File: config.mk
export PLATFORM = sky130hd
export DESIGN_NAME = seq_playback_ctrl
export DESIGN_NICKNAME = d
export VERILOG_FILES = /design/src/rtl/seq_playback_ctrl.sv
export SDC_FILE = /design/constraint.sdc
export NUM_CORES = 1
export LEC_CHECK = 0
export BUFFER_PORTS_ARGS = -buffer_cell sky130_fd_sc_hd__clkbuf_2
export CAP_MARGIN = 20
export CORE_ASPECT_RATIO = 0.9
export CORE_MARGIN = 4
export CORE_UTILIZATION = 55
export DETAILED_ROUTE_END_ITERATION = 16
export PLACE_DENSITY = 0.72
export SYNTH_ARGS = -nofsm -noshare
export SYNTH_HDL_FRONTEND = slang
export SYNTH_SLANG_ARGS = --single-unit
export TNS_END_PERCENT = 100
File: constraint.sdc
create_clock -name clk -period 4.2 [get_ports clk]
set_input_delay 0.42 -clock clk [delete_from_list [all_inputs] [get_ports clk]]
set_output_delay 0.42 -clock clk [all_outputs]
set_load 0.005 [all_outputs]
File: src/rtl/seq_playback_ctrl.sv
// Buffers 4-bit symbols and plays them onto a seven-segment decoder with on/gap timing.
// Optional end-of-sequence decimal point: define SEQ_PLAYBACK_DP_EN.
module seq_playback_ctrl #(
    parameter int DEPTH      = 16,
    parameter int ON_CYCLES  = 25_000_000,
    parameter int OFF_CYCLES = 12_500_000
) (
    input  logic                       clk,
    input  logic                       reset,
    input  logic                       clr,
    input  logic                       wr_en,
    input  logic [3:0]                 wr_data,
    input  logic                       start,
    output logic [$clog2(DEPTH+1)-1:0] count,
    output logic                       full,
    output logic                       busy,
    output logic                       done,
    output logic [3:0]                 disp_val,
    output logic                       disp_blank,
    output logic                       disp_dp
);

    localparam int CW   = $clog2(DEPTH + 1);
    localparam int IW   = $clog2(DEPTH);
    localparam int MAXC = (ON_CYCLES > OFF_CYCLES) ? ON_CYCLES : OFF_CYCLES;
    localparam int DW   = ($clog2(MAXC) < 1) ? 1 : $clog2(MAXC);

    typedef enum logic [1:0] {
        IDLE = 2'd0,
        SHOW = 2'd1,
        GAP  = 2'd2,
        DONE = 2'd3
    } state_t;

    state_t          state_q, state_d;
    logic [IW-1:0]   idx_q, idx_d;
    logic [DW-1:0]   dwell_q, dwell_d;
    logic [CW-1:0]   count_q, count_d;
    logic [3:0]      mem_q [DEPTH];
    logic            wr_fire;
    logic            full_w;
    logic            is_last;

    logic [3:0]      disp_val_q, disp_val_d;
    logic            disp_blank_q, disp_blank_d;
    logic            busy_q, busy_d;
    logic            done_q, done_d;

    assign full_w  = (count_q == CW'(DEPTH));
    assign is_last = (CW'(idx_q) == count_q - CW'(1));

    always_comb begin
        state_d = state_q;
        idx_d   = idx_q;
        dwell_d = dwell_q;
        count_d = count_q;
        wr_fire = 1'b0;
        if (clr) begin
            state_d = IDLE;
            idx_d   = '0;
            dwell_d = '0;
            count_d = '0;
        end else begin
            unique case (state_q)
                IDLE: begin
                    if (wr_en && !full_w) begin
                        wr_fire = 1'b1;
                        count_d = count_q + CW'(1);
                    end
                    if (start) begin
                        if (count_q != '0) begin
                            state_d = SHOW;
                            idx_d   = '0;
                            dwell_d = DW'(ON_CYCLES - 1);
                        end else begin
                            state_d = DONE;
                        end
                    end
                end
                SHOW: begin
                    if (dwell_q == '0) begin
                        state_d = GAP;
                        dwell_d = DW'(OFF_CYCLES - 1);
                    end else begin
                        dwell_d = dwell_q - DW'(1);
                    end
                end
                GAP: begin
                    if (dwell_q == '0) begin
                        if (is_last) begin
                            state_d = DONE;
                        end else begin
                            state_d = SHOW;
                            idx_d   = idx_q + IW'(1);
                            dwell_d = DW'(ON_CYCLES - 1);
                        end
                    end else begin
                        dwell_d = dwell_q - DW'(1);
                    end
                end
                DONE: state_d = IDLE;
                default: state_d = IDLE;
            endcase
        end
    end

    // Outputs are decoded from the next state so they are registered yet valid in the entry cycle.
    always_comb begin
        disp_val_d   = (state_d == SHOW) ? mem_q[idx_d] : 4'h0;
        disp_blank_d = (state_d != SHOW);
        busy_d       = (state_d == SHOW) || (state_d == GAP);
        done_d       = (state_d == DONE);
    end

    always_ff @(posedge clk or posedge reset) begin
        if (reset) begin
            state_q      <= IDLE;
            idx_q        <= '0;
            dwell_q      <= '0;
            count_q      <= '0;
            disp_val_q   <= '0;
            disp_blank_q <= 1'b1;
            busy_q       <= 1'b0;
            done_q       <= 1'b0;
        end else begin
            state_q      <= state_d;
            idx_q        <= idx_d;
            dwell_q      <= dwell_d;
            count_q      <= count_d;
            disp_val_q   <= disp_val_d;
            disp_blank_q <= disp_blank_d;
            busy_q       <= busy_d;
            done_q       <= done_d;
        end
    end

    // Symbol storage is plain RAM: no reset, and clr only rewinds count.
    always_ff @(posedge clk) begin
        if (wr_fire) begin
            mem_q[count_q[IW-1:0]] <= wr_data;
        end
    end

`ifdef SEQ_PLAYBACK_DP_EN
    logic dp_q, dp_d;

    always_comb begin
        dp_d = (state_d == SHOW) && (CW'(idx_d) == count_d - CW'(1));
    end

    always_ff @(posedge clk or posedge reset) begin
        if (reset) begin
            dp_q <= 1'b0;
        end else begin
            dp_q <= dp_d;
        end
    end

    assign disp_dp = dp_q;
`else
    assign disp_dp = 1'b0;
`endif

    assign count      = count_q;
    assign full       = full_w;
    assign busy       = busy_q;
    assign done       = done_q;
    assign disp_val   = disp_val_q;
    assign disp_blank = disp_blank_q;

endmodule

==> flow_summary_export.csv <==
group,metric,value,unit
logic_synthesis,synth-xor-area-share,3.64,%
finish,layout-drive-gt1-share,14.8,%
setup_path,cp_slowest_cell,"dfrtp_1",
finish,area_growth,7.74,%
logic_synthesis,synth_cell_type_count,59,
setup_path,crit_family,"simple AND/OR/NAND/NOR gates",
outcome,status,"finished clean",
grt,use_met3,5.50,%
clocking,clock_path_buffers,2,
logic_synthesis,synth_seq_area_share,56.6,%
detailed_routing,wl_per_cell,19.4,um
sta,hold_slack,0.216,ns
logic_synthesis,syn_nets,469,
logic_synthesis,synth_compound_area_share,13.4,%
grt,grt_usage,21.6,%
clocking,cts_resized,0,
sta,slew_viol_final,0,
logic_synthesis,yosys_warnings,0,
detailed_routing,antenna_left,0,
finish,multi_input_area,2120,um^2
place,numPortBuffers,21,
sta,fin_tns_setup,0,ns
floorplanning,die_height,101,um
grt,met1_usage,33.3,%
setup_path,cp_num_buf_inv,1,
finish,final_cells,594,
sta,hold_viol_final,0,
grt,grt_pass1_vias,3468,
detailed_routing,vias,3686,
logic_synthesis,ys_async_sr_fraction,40.2,%
logic_synthesis,post_synth.cell_area_avg,11.9,um^2
grt,grt-busiest-layer,"met1",
sta,final-setup-viol-count,0,
power,p_per_area,565,nW/um^2
worst_hold_path,hold_path.class,"input port to asynchronous set/reset pin",
sta,rsz0062_at_grt,"false",
sta,slew-limit-headroom,36.9,%
sta,fin_worst_skew,0.0115,ns
power,total_power,3.23,mW
setup_path,critPathCaptureType,"register",
logic_synthesis,yosys.area_share.adder,3.07,%
grt,use_met2,30.5,%
setup_path,critPathLaunchType,"register",
floorplanning,core,9250,um^2
logic_synthesis,synthCells,447,
clocking,cts_tree,"done",
logic_synthesis,synth_simple_gate_area_share,13.6,%
logic_synthesis,synth_seq_cells,107,
job,drv_cap,0,
finish,stdcell_area,5710,um^2
grt,antenna_found_initial,0,
place,placed_cells,578,
sta,fmax,268,MHz
logic_synthesis,synth_top_family_by_area,"simple AND/OR/NAND/NOR gates",
clocking,numCtsBuffers,9,
floorplanning,rows,33,
clocking,clock_latency,0.39,ns
power,ir_drop,315,uV
detailed_routing,drt-total-wl,11500,um
clocking,postCtsHoldBufs,0,
setup_path,crit_required,4.47,ns
detailed_routing,drc_errors,0,
sta,tightest_slew,0.944,ns
setup_path,critPathKind,"register to register",
clocking,clk_pin_slew_worst_paths,0.11,ns
floorplanning,start_util,57.3,%
setup_path,critPathMaxStageDelay,0.53,ns
setup_path,arrival,4.00,ns
logic_synthesis,synth_edf_count,64,
place,pre_cts_slack,0.523,ns
logic_synthesis,synthFlopType,"edfxtp_1",
floorplanning,dieArea,11300,um^2
finish,nets,489,
sta,fin_crit_sh,88.9,%
finish,diodes,0,
clocking,cts.sinks,107,
place,dp_hpwl,8000,um
finish,final_util,61.7,%
place,globalplace.congestion,0.888,
logic_synthesis,synthMuxAreaShare,6.26,%
finish,ff_latch_area,3000,um^2
finish,num-fill-cells,748,
clocking,htree_levels,3,
sta,fin_crit,3.73,ns
place,place_area,5520,um^2
grt,gr-total-overflow,0,
logic_synthesis,synthesis.area,5300,um^2
setup_path,path_max_fanout,8,
power,p_leak,2.45,nW
detailed_routing,drt_iter0_drc,307,
detailed_routing,drt-vias-per-instance,6.21,
sta,setup_ws,0.467,ns
floorplanning,ios,23,
clocking,postCtsSetupBuffers,0,
detailed_routing,dr.pass1.iters,5,
clocking,cts_root_buffer,"clkbuf_8",
grt,grt_max_degree,44,
floorplanning,die_w,111,um
setup_path,path_cells,"inv_1 -> ha_1 -> nand3b_1 -> a21oi_1 -> o311a_1 -> nor2_1 -> nor2_1 -> o221ai_1 -> a21o_1 -> ha_1 -> and3_1 -> nand3_1 -> o22ai_1 -> or4_1",
grt,grt_pass1_wl,18900,um
[layout by cell type, fill, tap and decap left out, types with 5 or more instances in the layout]
| master | netlist | layout |
|---|---|---|
| clkbuf_8 | 0 | 9 |
| nand3_1 | 11 | 11 |
| nor3_1 | 11 | 11 |
| inv_1 | 17 | 16 |
| o22ai_1 | 23 | 23 |
| edfxtp_1 | 64 | 64 |
| nand2_1 | 22 | 22 |
| nand2b_1 | 5 | 5 |
| o21ai_0 | 7 | 7 |
| clkbuf_2 | 0 | 21 |
| o221a_2 | 8 | 8 |
| ha_1 | 13 | 13 |
| buf_4 | 2 | 7 |
| xor2_1 | 11 | 11 |
| xnor2_1 | 11 | 11 |
| o22a_1 | 5 | 5 |
| o21a_1 | 5 | 5 |
| nor4_1 | 5 | 5 |
| nor2_1 | 52 | 52 |
| dfrtp_1 | 42 | 42 |
| a21oi_1 | 24 | 24 |
| mux2i_1 | 32 | 32 |
[synth_stat cells, drive strengths merged, types with 6 or more instances]
cell | instances | area, um^2
edfxtp | 64 | 1920
nor2 | 52 | 195
dfrtp | 42 | 1050
mux2i | 32 | 320
a21oi | 25 | 129
nand2 | 23 | 88.8
o22ai | 23 | 144
inv | 18 | 67.6
ha | 13 | 163
clkbuf | 12 | 45.0
nand3 | 11 | 55.1
nor3 | 11 | 55.1
xnor2 | 11 | 96.3
xor2 | 11 | 96.3
buf | 8 | 70.1
o221a | 8 | 90.1
nor4 | 7 | 73.8
o21ai | 7 | 35.0
or4 | 6 | 52.6
[where the power goes]
group | internal [mW] | switching [mW] | total, mW | leakage, nW
Clock | 0.232 | 0.392 | 0.624 | 0.0947
Combinational | 0.508 | 0.690 | 1.20 | 1.20
Sequential | 1.25 | 0.152 | 1.41 | 1.15
Total | 1.99 | 1.23 | 3.23 | 2.45
[worst paths after layout]
kind / cells past startpoint / slack, ns / end / startpoint
setup / recovery: 14 / 0.47 / disp_val[0]$_DFF_PP0_ / count[0]$_DFFE_PP0P_
hold reg to reg: 1 / 0.54 / dwell_q[23]$_DFFE_PP0P_ / dwell_q[23]$_DFFE_PP0P_
setup reg to reg: 14 / 0.47 / disp_val[0]$_DFF_PP0_ / count[0]$_DFFE_PP0P_
max in group asynchronous: 2 / 3.39 / dwell_q[6]$_DFFE_PP0P_ / reset
min in group clk: 2 / 0.38 / dwell_q[3]$_DFFE_PP0P_ / clr
hold / removal: 2 / 0.22 / dwell_q[16]$_DFFE_PP0P_ / reset
[cell families (layout without fill, tap and decap cells)]
| family | count (synthesis) | count (layout) |
|---|---|---|
| and+or+nand+nor | 138 | 138 |
| other | 1 | 1 |
| muxes | 33 | 33 |
| AOI/OAI and AO/OA | 95 | 95 |
| adders and majority gates | 13 | 13 |
| DFF | 107 | 107 |
| buffers and inverters | 38 | 63 |
| xor gates and xnor gates | 22 | 22 |
[layout make-up]
| type | count | area share, % |
|---|---|---|
| tap | 122 | 2.67 |
| clock buffer | 9 | 2.17 |
| timing repair buffer | 29 | 3.11 |
| multi-input combinational | 302 | 37.2 |
| sequential | 107 | 52.5 |
| inverter | 18 | 1.18 |
| clock inverter | 7 | 1.14 |
[state kept, by name, indices dropped and copies added, names as in the netlist]
register and cells:
mem_q 64, dwell_q 25, count 5, disp_val 4, idx_q 4, state_q 2
busy 1, disp_blank 1, done 1
[per-layer routing]
| metal | wire length (um) | vias to the layer above |
|---|---|---|
| li1 | - | 1705 |
| met1 | 5690 | 1853 |
| met2 | 4960 | 115 |
| met3 | 715 | 13 |
| met4 | 146 | 0 |
| met5 | 0 | - |
Note: power is estimated with default switching activity, not from simulation.
